### src/rtl/mul_sequencer.sv
// mul_sequencer: iterative shift-add multiplier that stalls the pipeline until the low WIDTH product bits are ready.
// Define MUL_SEQUENCER_RADIX4_EN to retire two multiplier bits per cycle (WIDTH must be even).
module mul_sequencer #(
    parameter int WIDTH = 64
) (
    input  logic             clk,
    input  logic             reset,
    input  logic             start,
    input  logic             flush,
    input  logic [WIDTH-1:0] a,
    input  logic [WIDTH-1:0] b,
    output logic             stall,
    output logic             done,
    output logic [WIDTH-1:0] result
);
`ifdef MUL_SEQUENCER_RADIX4_EN
    localparam int STEP = 2;
`else
    localparam int STEP = 1;
`endif
    localparam int ITERS = WIDTH / STEP;
    localparam int CW = $clog2(ITERS + 1);
    typedef enum logic [1:0] {IDLE, RUN, DONE} state_t;
    state_t state, state_next;
    logic [WIDTH-1:0] mcand, mplier, acc, addend, acc_next;
    logic [CW-1:0] count;
    logic accept, last;
    always_comb begin
`ifdef MUL_SEQUENCER_RADIX4_EN
        addend = (mplier[0] ? mcand : '0) + (mplier[1] ? {mcand[WIDTH-2:0], 1'b0} : '0);
`else
        addend = mplier[0] ? mcand : '0;
`endif
        acc_next = acc + addend;
        accept = (state == IDLE) & start & ~flush;
        last = count == CW'(ITERS - 1);
        state_next = flush ? IDLE :
                     accept ? RUN :
                     (state == RUN && last) ? DONE :
                     (state == DONE) ? IDLE : state;
        stall = ~reset & ((state == RUN) | accept);
        done = ~reset & (state == DONE);
    end
    always_ff @(posedge clk) begin
        if (reset) begin
            state <= IDLE;
            mcand <= '0;
            mplier <= '0;
            acc <= '0;
            count <= '0;
            result <= '0;
        end else begin
            state <= state_next;
            if (accept) begin
                mcand <= a;
                mplier <= b;
                acc <= '0;
                count <= '0;
            end else if (state == RUN) begin
                acc <= acc_next;
                mcand <= mcand << STEP;
                mplier <= mplier >> STEP;
                count <= count + CW'(1);
                // a flush on the final iteration must leave the previous result intact
                if (last && !flush) result <= acc_next;
            end
        end
    end
endmodule
### config.mk
export PLATFORM = sky130hd
export DESIGN_NAME = mul_sequencer
export DESIGN_NICKNAME = d
export VERILOG_FILES = /design/src/rtl/mul_sequencer.sv
export SDC_FILE = /design/constraint.sdc
export NUM_CORES = 1
export LEC_CHECK = 0
export ABC_AREA = 0
export BUFFER_PORTS_ARGS = -buffer_cell sky130_fd_sc_hd__buf_2
export CORE_MARGIN = 2
export CORE_UTILIZATION = 45
export CTS_BUF_LIST = sky130_fd_sc_hd__clkbuf_4 sky130_fd_sc_hd__clkbuf_8
export CTS_CLUSTER_DIAMETER = 150
export DETAILED_ROUTE_END_ITERATION = 10
export PLACE_DENSITY = 0.67
export SYNTH_ARGS = -nofsm -noshare
export SYNTH_HDL_FRONTEND = slang
export SYNTH_SLANG_ARGS = --single-unit
### constraint.sdc
create_clock -name clk -period 5.5 [get_ports clk]
set_input_delay 1.1 -clock clk [delete_from_list [all_inputs] [get_ports clk]]
set_output_delay 1.1 -clock clk [all_outputs]
set_load 0.02 [all_outputs]
==> results of run 1 <==
## registers in the layout (all words and copies together) (netlist names)
register  flops
acc          64
mcand        64
mplier       64
state         2
result       64
count         7
## per-stage QoR
step                      hold WS, ns  area, µm²  cells
after floorplan                 0.436      14000   1795
after global routing            0.469      16300   2353
after global placement          0.441      15100   2265
final                           0.450      16300   2355
after CTS                       0.453      16300   2353
after detailed placement        0.445      15100   2265
## power by group through the flow
stage / Clock, mW / Combinational [mW] / Sequential [mW]
floorplan: 0 / 0.189 / 2.04
global placement: 0 / 0.283 / 2.05
detailed placement: 0 / 0.288 / 2.05
CTS: 2.24 / 0.289 / 2.01
global route: 2.33 / 0.321 / 2.01
finish: 2.20 / 0.288 / 2.01
## area by class of cell
class	count	area [µm²]
Multi-Input combinational cell	1380	8190
Tap cell	396	495
Sequential cell	265	5310
Clock inverter	11	164
Antenna cell	2	5.00
Clock buffer	77	997
Timing Repair Buffer	210	1100
Inverter	14	52.6
Fill cell	2994	14400
## metal layers
layer	GRT usage [%]	share of wire [%]	vias to the layer above	wire (µm)
met5	0	0.060	-	24
met4	7.10	2.4	4	967
met3	5.15	6.9	68	2800
met2	38.3	45	472	18200
met1	32.1	45	6412	18300
li1	-	-	6670	-
## cells by family after synthesis
family / count (synthesis)
compound gates: 632
simple gates: 619
flops: 265
buf+inv: 150
fa+ha+maj: 65
xor+xnor: 58
mux: 6
## worst max-delay path, cell delays in order, from the launching register on
cell,delay [ns]
dfxtp_1,0.85
and2_1,0.24
ha_1,0.19
fa_1,0.23
a21o_1,0.18
a41oi_1,0.16
a2111oi_0,0.60
o211ai_1,0.28
a2111oi_0,0.43
a211oi_1,0.13
o21ai_1,0.30
nand3_1,0.20
a211o_1,0.29
## placed cells by master, fill, tap and decap left out, drive strengths merged, types with 6 or more instances in the layout
cell,instances
nor2,58
buf,210
nor3,20
a211oi,10
nand2b,6
clkbuf,77
o31ai,8
xor2,23
a21o,46
xnor2,35
o21a,8
nand4,31
a22oi,128
nand3b,16
a21oi,292
o21ai,71
nand3,41
ha,64
nor2b,8
nand2,342
and3,8
a31oi,7
inv,15
dfxtp,265
and2,68
o21bai,16
o211ai,9
## final timing paths
path,startpoint,endpoint,slack [ns]
worst max-delay path,mplier[0]$_SDFFE_PP0N_,result[60]$_SDFFE_PP0P_,1.31
worst min-delay path,result[0]$_SDFFE_PP0P_,result[0]$_SDFFE_PP0P_,0.45
worst max register to register,mplier[0]$_SDFFE_PP0N_,result[60]$_SDFFE_PP0P_,1.31
worst min register to register,result[0]$_SDFFE_PP0P_,result[0]$_SDFFE_PP0P_,0.45
==> reports/metrics.cfg, run 1 <==
[power]
seqPwrFrac_pct=44.7
powerDensity_nw_per_um2=276
combPwrFrac_pct=6.4
p_int_mw=3.41
swShare_pct=24.1
power_mw=4.49
p_leak_nw=6.66
switching_power_mw=1.08
clkPwrFrac_pct=48.9
irDropWorstVdd_v=0.000233

[worst_setup_path]
cp_max_fo=30
critPathLaunchType=flop
rr_worst_depth=12
crit_type=reg2reg
endpoint_kind=flop
cp.required_ns=5.97
cp_data_arrival_time_ns=4.66

[floorplanning]
start_util_pct=45.8
die-area_um2=32600
io_pins=198
core_area_um2=30700
die_y_um=181
rows=64
die_w_um=181

[clock_network]
cts_made_buffers=47
cts_tree=built
cts_max_level=2
clock_latency_ns=0.58
hold_buffers=0
clkSinkCount=265
cts_buffer_depth=3
cts_resized=0
path_clk_slew_ns=0.06
cts_root_buf=clkbuf_8
post_cts_buffers=0

[timing]
period_share_pct=76.2
setup_slack_ns=1.31
setup_viol=0
layout_min_cycle_time_ns=4.19
tightest_slew_ns=1.01
slew-limit-headroom_pct=32.5
final.setup.tns_ns=0
drv_slew=0
finalHoldViolCount=0
rsz0062_at_grt=no
max_freq_mhz=239
fin_skew_ns=0.0259

[synth]
synth_top_area_share_pct=37.8
yosysUniqueCellTypes=66
synthTopCellsByCount=nand2_1, a21oi_1, dfxtp_1
yosysWarnings=0
ys_top_cells_by_area=dfxtp_1, a21oi_1, nand2_1
synthesis.area_um2=14000
synth_compound_area_share_pct=27.9
synth_edf_count=0
synthCells=1795
async_flop_share_pct=0
yosys.area_share.simple_pct=20.3
syn-mean-instance-area_um2=7.82
yosysMostFrequentCell=nand2_1
synth_top_family_by_area=compound AO/OA/AOI/OAI gates
ys.flop_type=dfxtp_1
synthAdderAreaFrac_pct=5.84
ys_ff_latch=265
synthXorXnorAreaFrac_pct=3.62
synth_top_area_cell=dfxtp_1
syn_nets=1992
synth_mux_area_share_pct=0.437
yosysSeqAreaShare_pct=37.8

[routing]
wl_per_cell_um=17.1
wl_um=40300
via_per_inst=5.79
drc=0
vias=13626
antenna_left=0
drt_iter0_markers=908
detail_route.first_pass.iterations=5

[worst_hold_path]
hp-class=reg2reg
hold_depth=2

[place]
dp_slack_ns=1.41
gp_congestion=0.963
hpwl_um=27500
io_buffers=197

[layout]
area_delta_synth_final_pct=16.1
utilization_pct=53.2
drive_gt1_share_pct=16.3
nets=2115

[global_routing]
grt_usage_pct=23.8
grt-ovfl-total=0
antenna_found_initial=3
grt_pass1_vias=12908
grt_max_degree=187
grt_pass1_wl_um=65800

[status]
status=finished clean

[job]
cap_violations=0

No activity file was read; power rests on OpenSTA's default activity.
==> run 2, diff against run 1 <==
clock period = 4.2 ns   (was 5.5 ns; I/O delays follow)
==> reports/metrics.cfg, run 2 (same netlist as run 1, synthesis figures left out) <==
[status]
status=finished clean

[layout]
fillerInstances=2959  ; -1.2%
area_delta_synth_final_pct=15.5
drive_gt1_share_pct=16.4  ; +0.094 points
most-common-layout-cells=nand2_1, a21oi_1, dfxtp_1
regArea_um2=5310  ; unchanged
nets=2117  ; +0.095%
final_common_cell=nand2_1
utilization_pct=52.9  ; -0.28 points
multi_input_area_um2=8190  ; about the same

[routing]
detail_route.first_pass.iterations=6  ; +1
wl_um=40000  ; -0.70%
wl_per_cell_um=17.0  ; -0.74%
antenna_left=0  ; unchanged
via_per_inst=5.67  ; -2.0%
drc=0  ; unchanged
drt_iter0_markers=896  ; -1.3%
vias=13365  ; -1.9%

[worst_setup_path]
crit_type=reg2reg
max_stage_delay_ns=0.41  ; -0.44 ns
endpoint_kind=flop
cp.required_ns=4.70  ; -1.27 ns
cp_data_arrival_time_ns=4.28  ; -0.38 ns
setup.worst_path.start=mplier[0]$_SDFFE_PP0N_
critPathSlowestCell=fa_1
reg2reg_from=mplier[0]$_SDFFE_PP0N_
cp_max_fo=30  ; unchanged
path_cells=buf_4 -> and2_1 -> ha_1 -> fa_1 -> a21o_1 -> a41oi_1 -> a2111oi_2 -> o211ai_1 -> a2111oi_0 -> a211oi_1 -> o21ai_1 -> and3_1 -> or3_1 -> nand3_1
critPathLaunchType=flop

[timing]
drv_slew=0  ; unchanged
tightest_slew_ns=1.07  ; +0.0528 ns
slew-limit-headroom_pct=28.9  ; -3.5 points
max_freq_mhz=265  ; +11%
rsz0062_at_grt=no
finalHoldViolCount=0  ; unchanged
layout_min_cycle_time_ns=3.77  ; -0.416 ns
final.setup.tns_ns=0  ; unchanged
setup_viol=0  ; unchanged
fin_skew_ns=0.0155  ; -0.0104 ns
period_share_pct=89.8  ; +14 points

[clock_network]
cts_tree=built
cts_made_buffers=46  ; -2.1%
cts_buffer_depth=3  ; unchanged
cts_resized=0  ; unchanged
clock_latency_ns=0.57  ; about the same
clkSinkCount=265  ; unchanged
cts_root_buf=clkbuf_8
post_cts_buffers=0  ; unchanged
hold_buffers=0  ; unchanged
path_clk_slew_ns=0.06  ; about the same
cts_max_level=2  ; unchanged

[floorplanning]
die_y_um=181  ; unchanged
die_w_um=181  ; unchanged
io_pins=198  ; unchanged
rows=64  ; unchanged
core_area_um2=30700  ; unchanged
start_util_pct=45.8  ; unchanged
die-area_um2=32600  ; unchanged

[global_routing]
grt_max_degree=117  ; -37%
grt_usage_pct=23.7  ; -0.19 points
antenna_found_initial=4  ; +1
grt_pass1_vias=12741  ; -1.3%
grt-ovfl-total=0  ; unchanged
grt_pass1_wl_um=65300  ; -0.74%

[power]
combPwrFrac_pct=6.8  ; +0.4 points
clkPwrFrac_pct=46.5  ; -2.4 points
powerDensity_nw_per_um2=347  ; +26%
power_mw=5.63  ; +25%
swShare_pct=24.7  ; +0.60 points
p_int_mw=4.24  ; +24%
switching_power_mw=1.39  ; +28%
seqPwrFrac_pct=46.7  ; +2.0 points
p_leak_nw=6.62  ; -0.59%
irDropWorstVdd_v=0.000214  ; -8.1%

[place]
io_buffers=197  ; unchanged
hpwl_um=27800  ; +0.95%
gp_congestion=0.916  ; -4.9%

[job]
cap_violations=0  ; unchanged

[worst_hold_path]
hp-class=reg2reg
hp-start=result[3]$_SDFFE_PP0P_

-- run 2: changes by cell type in the layout (fill, tap and decap cells not counted), sizes merged --
cell      delta
buf          +3
bufinv       -2
clkinv       -1
clkinvlp     +1
-- run 2: metrics by stage --
stage	setup slack [ns]	cells	hold WS [ns]	cell area (µm²)
2_1_floorplan	0.669	1795	0.436	14000
3_3_place_gp	0.329	2268	0.442	15200
3_5_place_dp	0.231	2268	0.447	15200
4_1_cts	0.210	2354	0.455	16200
6_report	0.427	2356	0.452	16200
5_1_grt	0.169	2355	0.473	16200
-- run 2: path summary, 6_finish.rpt --
check,endpoint,slack (ns),depth (start not counted)
worst max register to register,acc[56]$_SDFFE_PP0P_,0.43,14
worst max-delay path,acc[56]$_SDFFE_PP0P_,0.43,14
worst min register to register,result[3]$_SDFFE_PP0P_,0.45,2
worst min-delay path,result[3]$_SDFFE_PP0P_,0.45,2
-- run 2: worst max-delay path: cells and delay by family (launching register included) --
kind | cells | cell delay, ns
simple gates | 4 | 0.85
fa+ha+maj | 2 | 0.61
buf+inv | 1 | 0.21
compound gates | 7 | 1.72
flops | 1 | 0.31
-- run 2: area by class of cell --
class	instances	area share [%]
Multi-Input combinational cell	1380	50.5
Sequential cell	265	32.7
Timing Repair Buffer	213	7.01
Clock buffer	77	5.72
Tap cell	396	3.05
Clock inverter	9	0.656
Inverter	14	0.324
Antenna cell	2	0.0308
-- run 2: layer usage --
metal	GRT usage (%)	vias to the layer above	wire length, µm
met4	6.16	4	867
met2	38.0	390	18000
met3	5.54	72	2890
li1	-	6685	-
met1	32.0	6214	18300
met5	0	-	24
-- run 2: power by group through the flow --
stage	Sequential [mW]	Combinational, mW	Clock [mW]
after global routing	2.63	0.427	2.80
after detailed placement	2.68	0.383	0
final	2.63	0.384	2.62
after floorplan	2.67	0.247	0
after CTS	2.63	0.384	2.68
after global placement	2.68	0.377	0
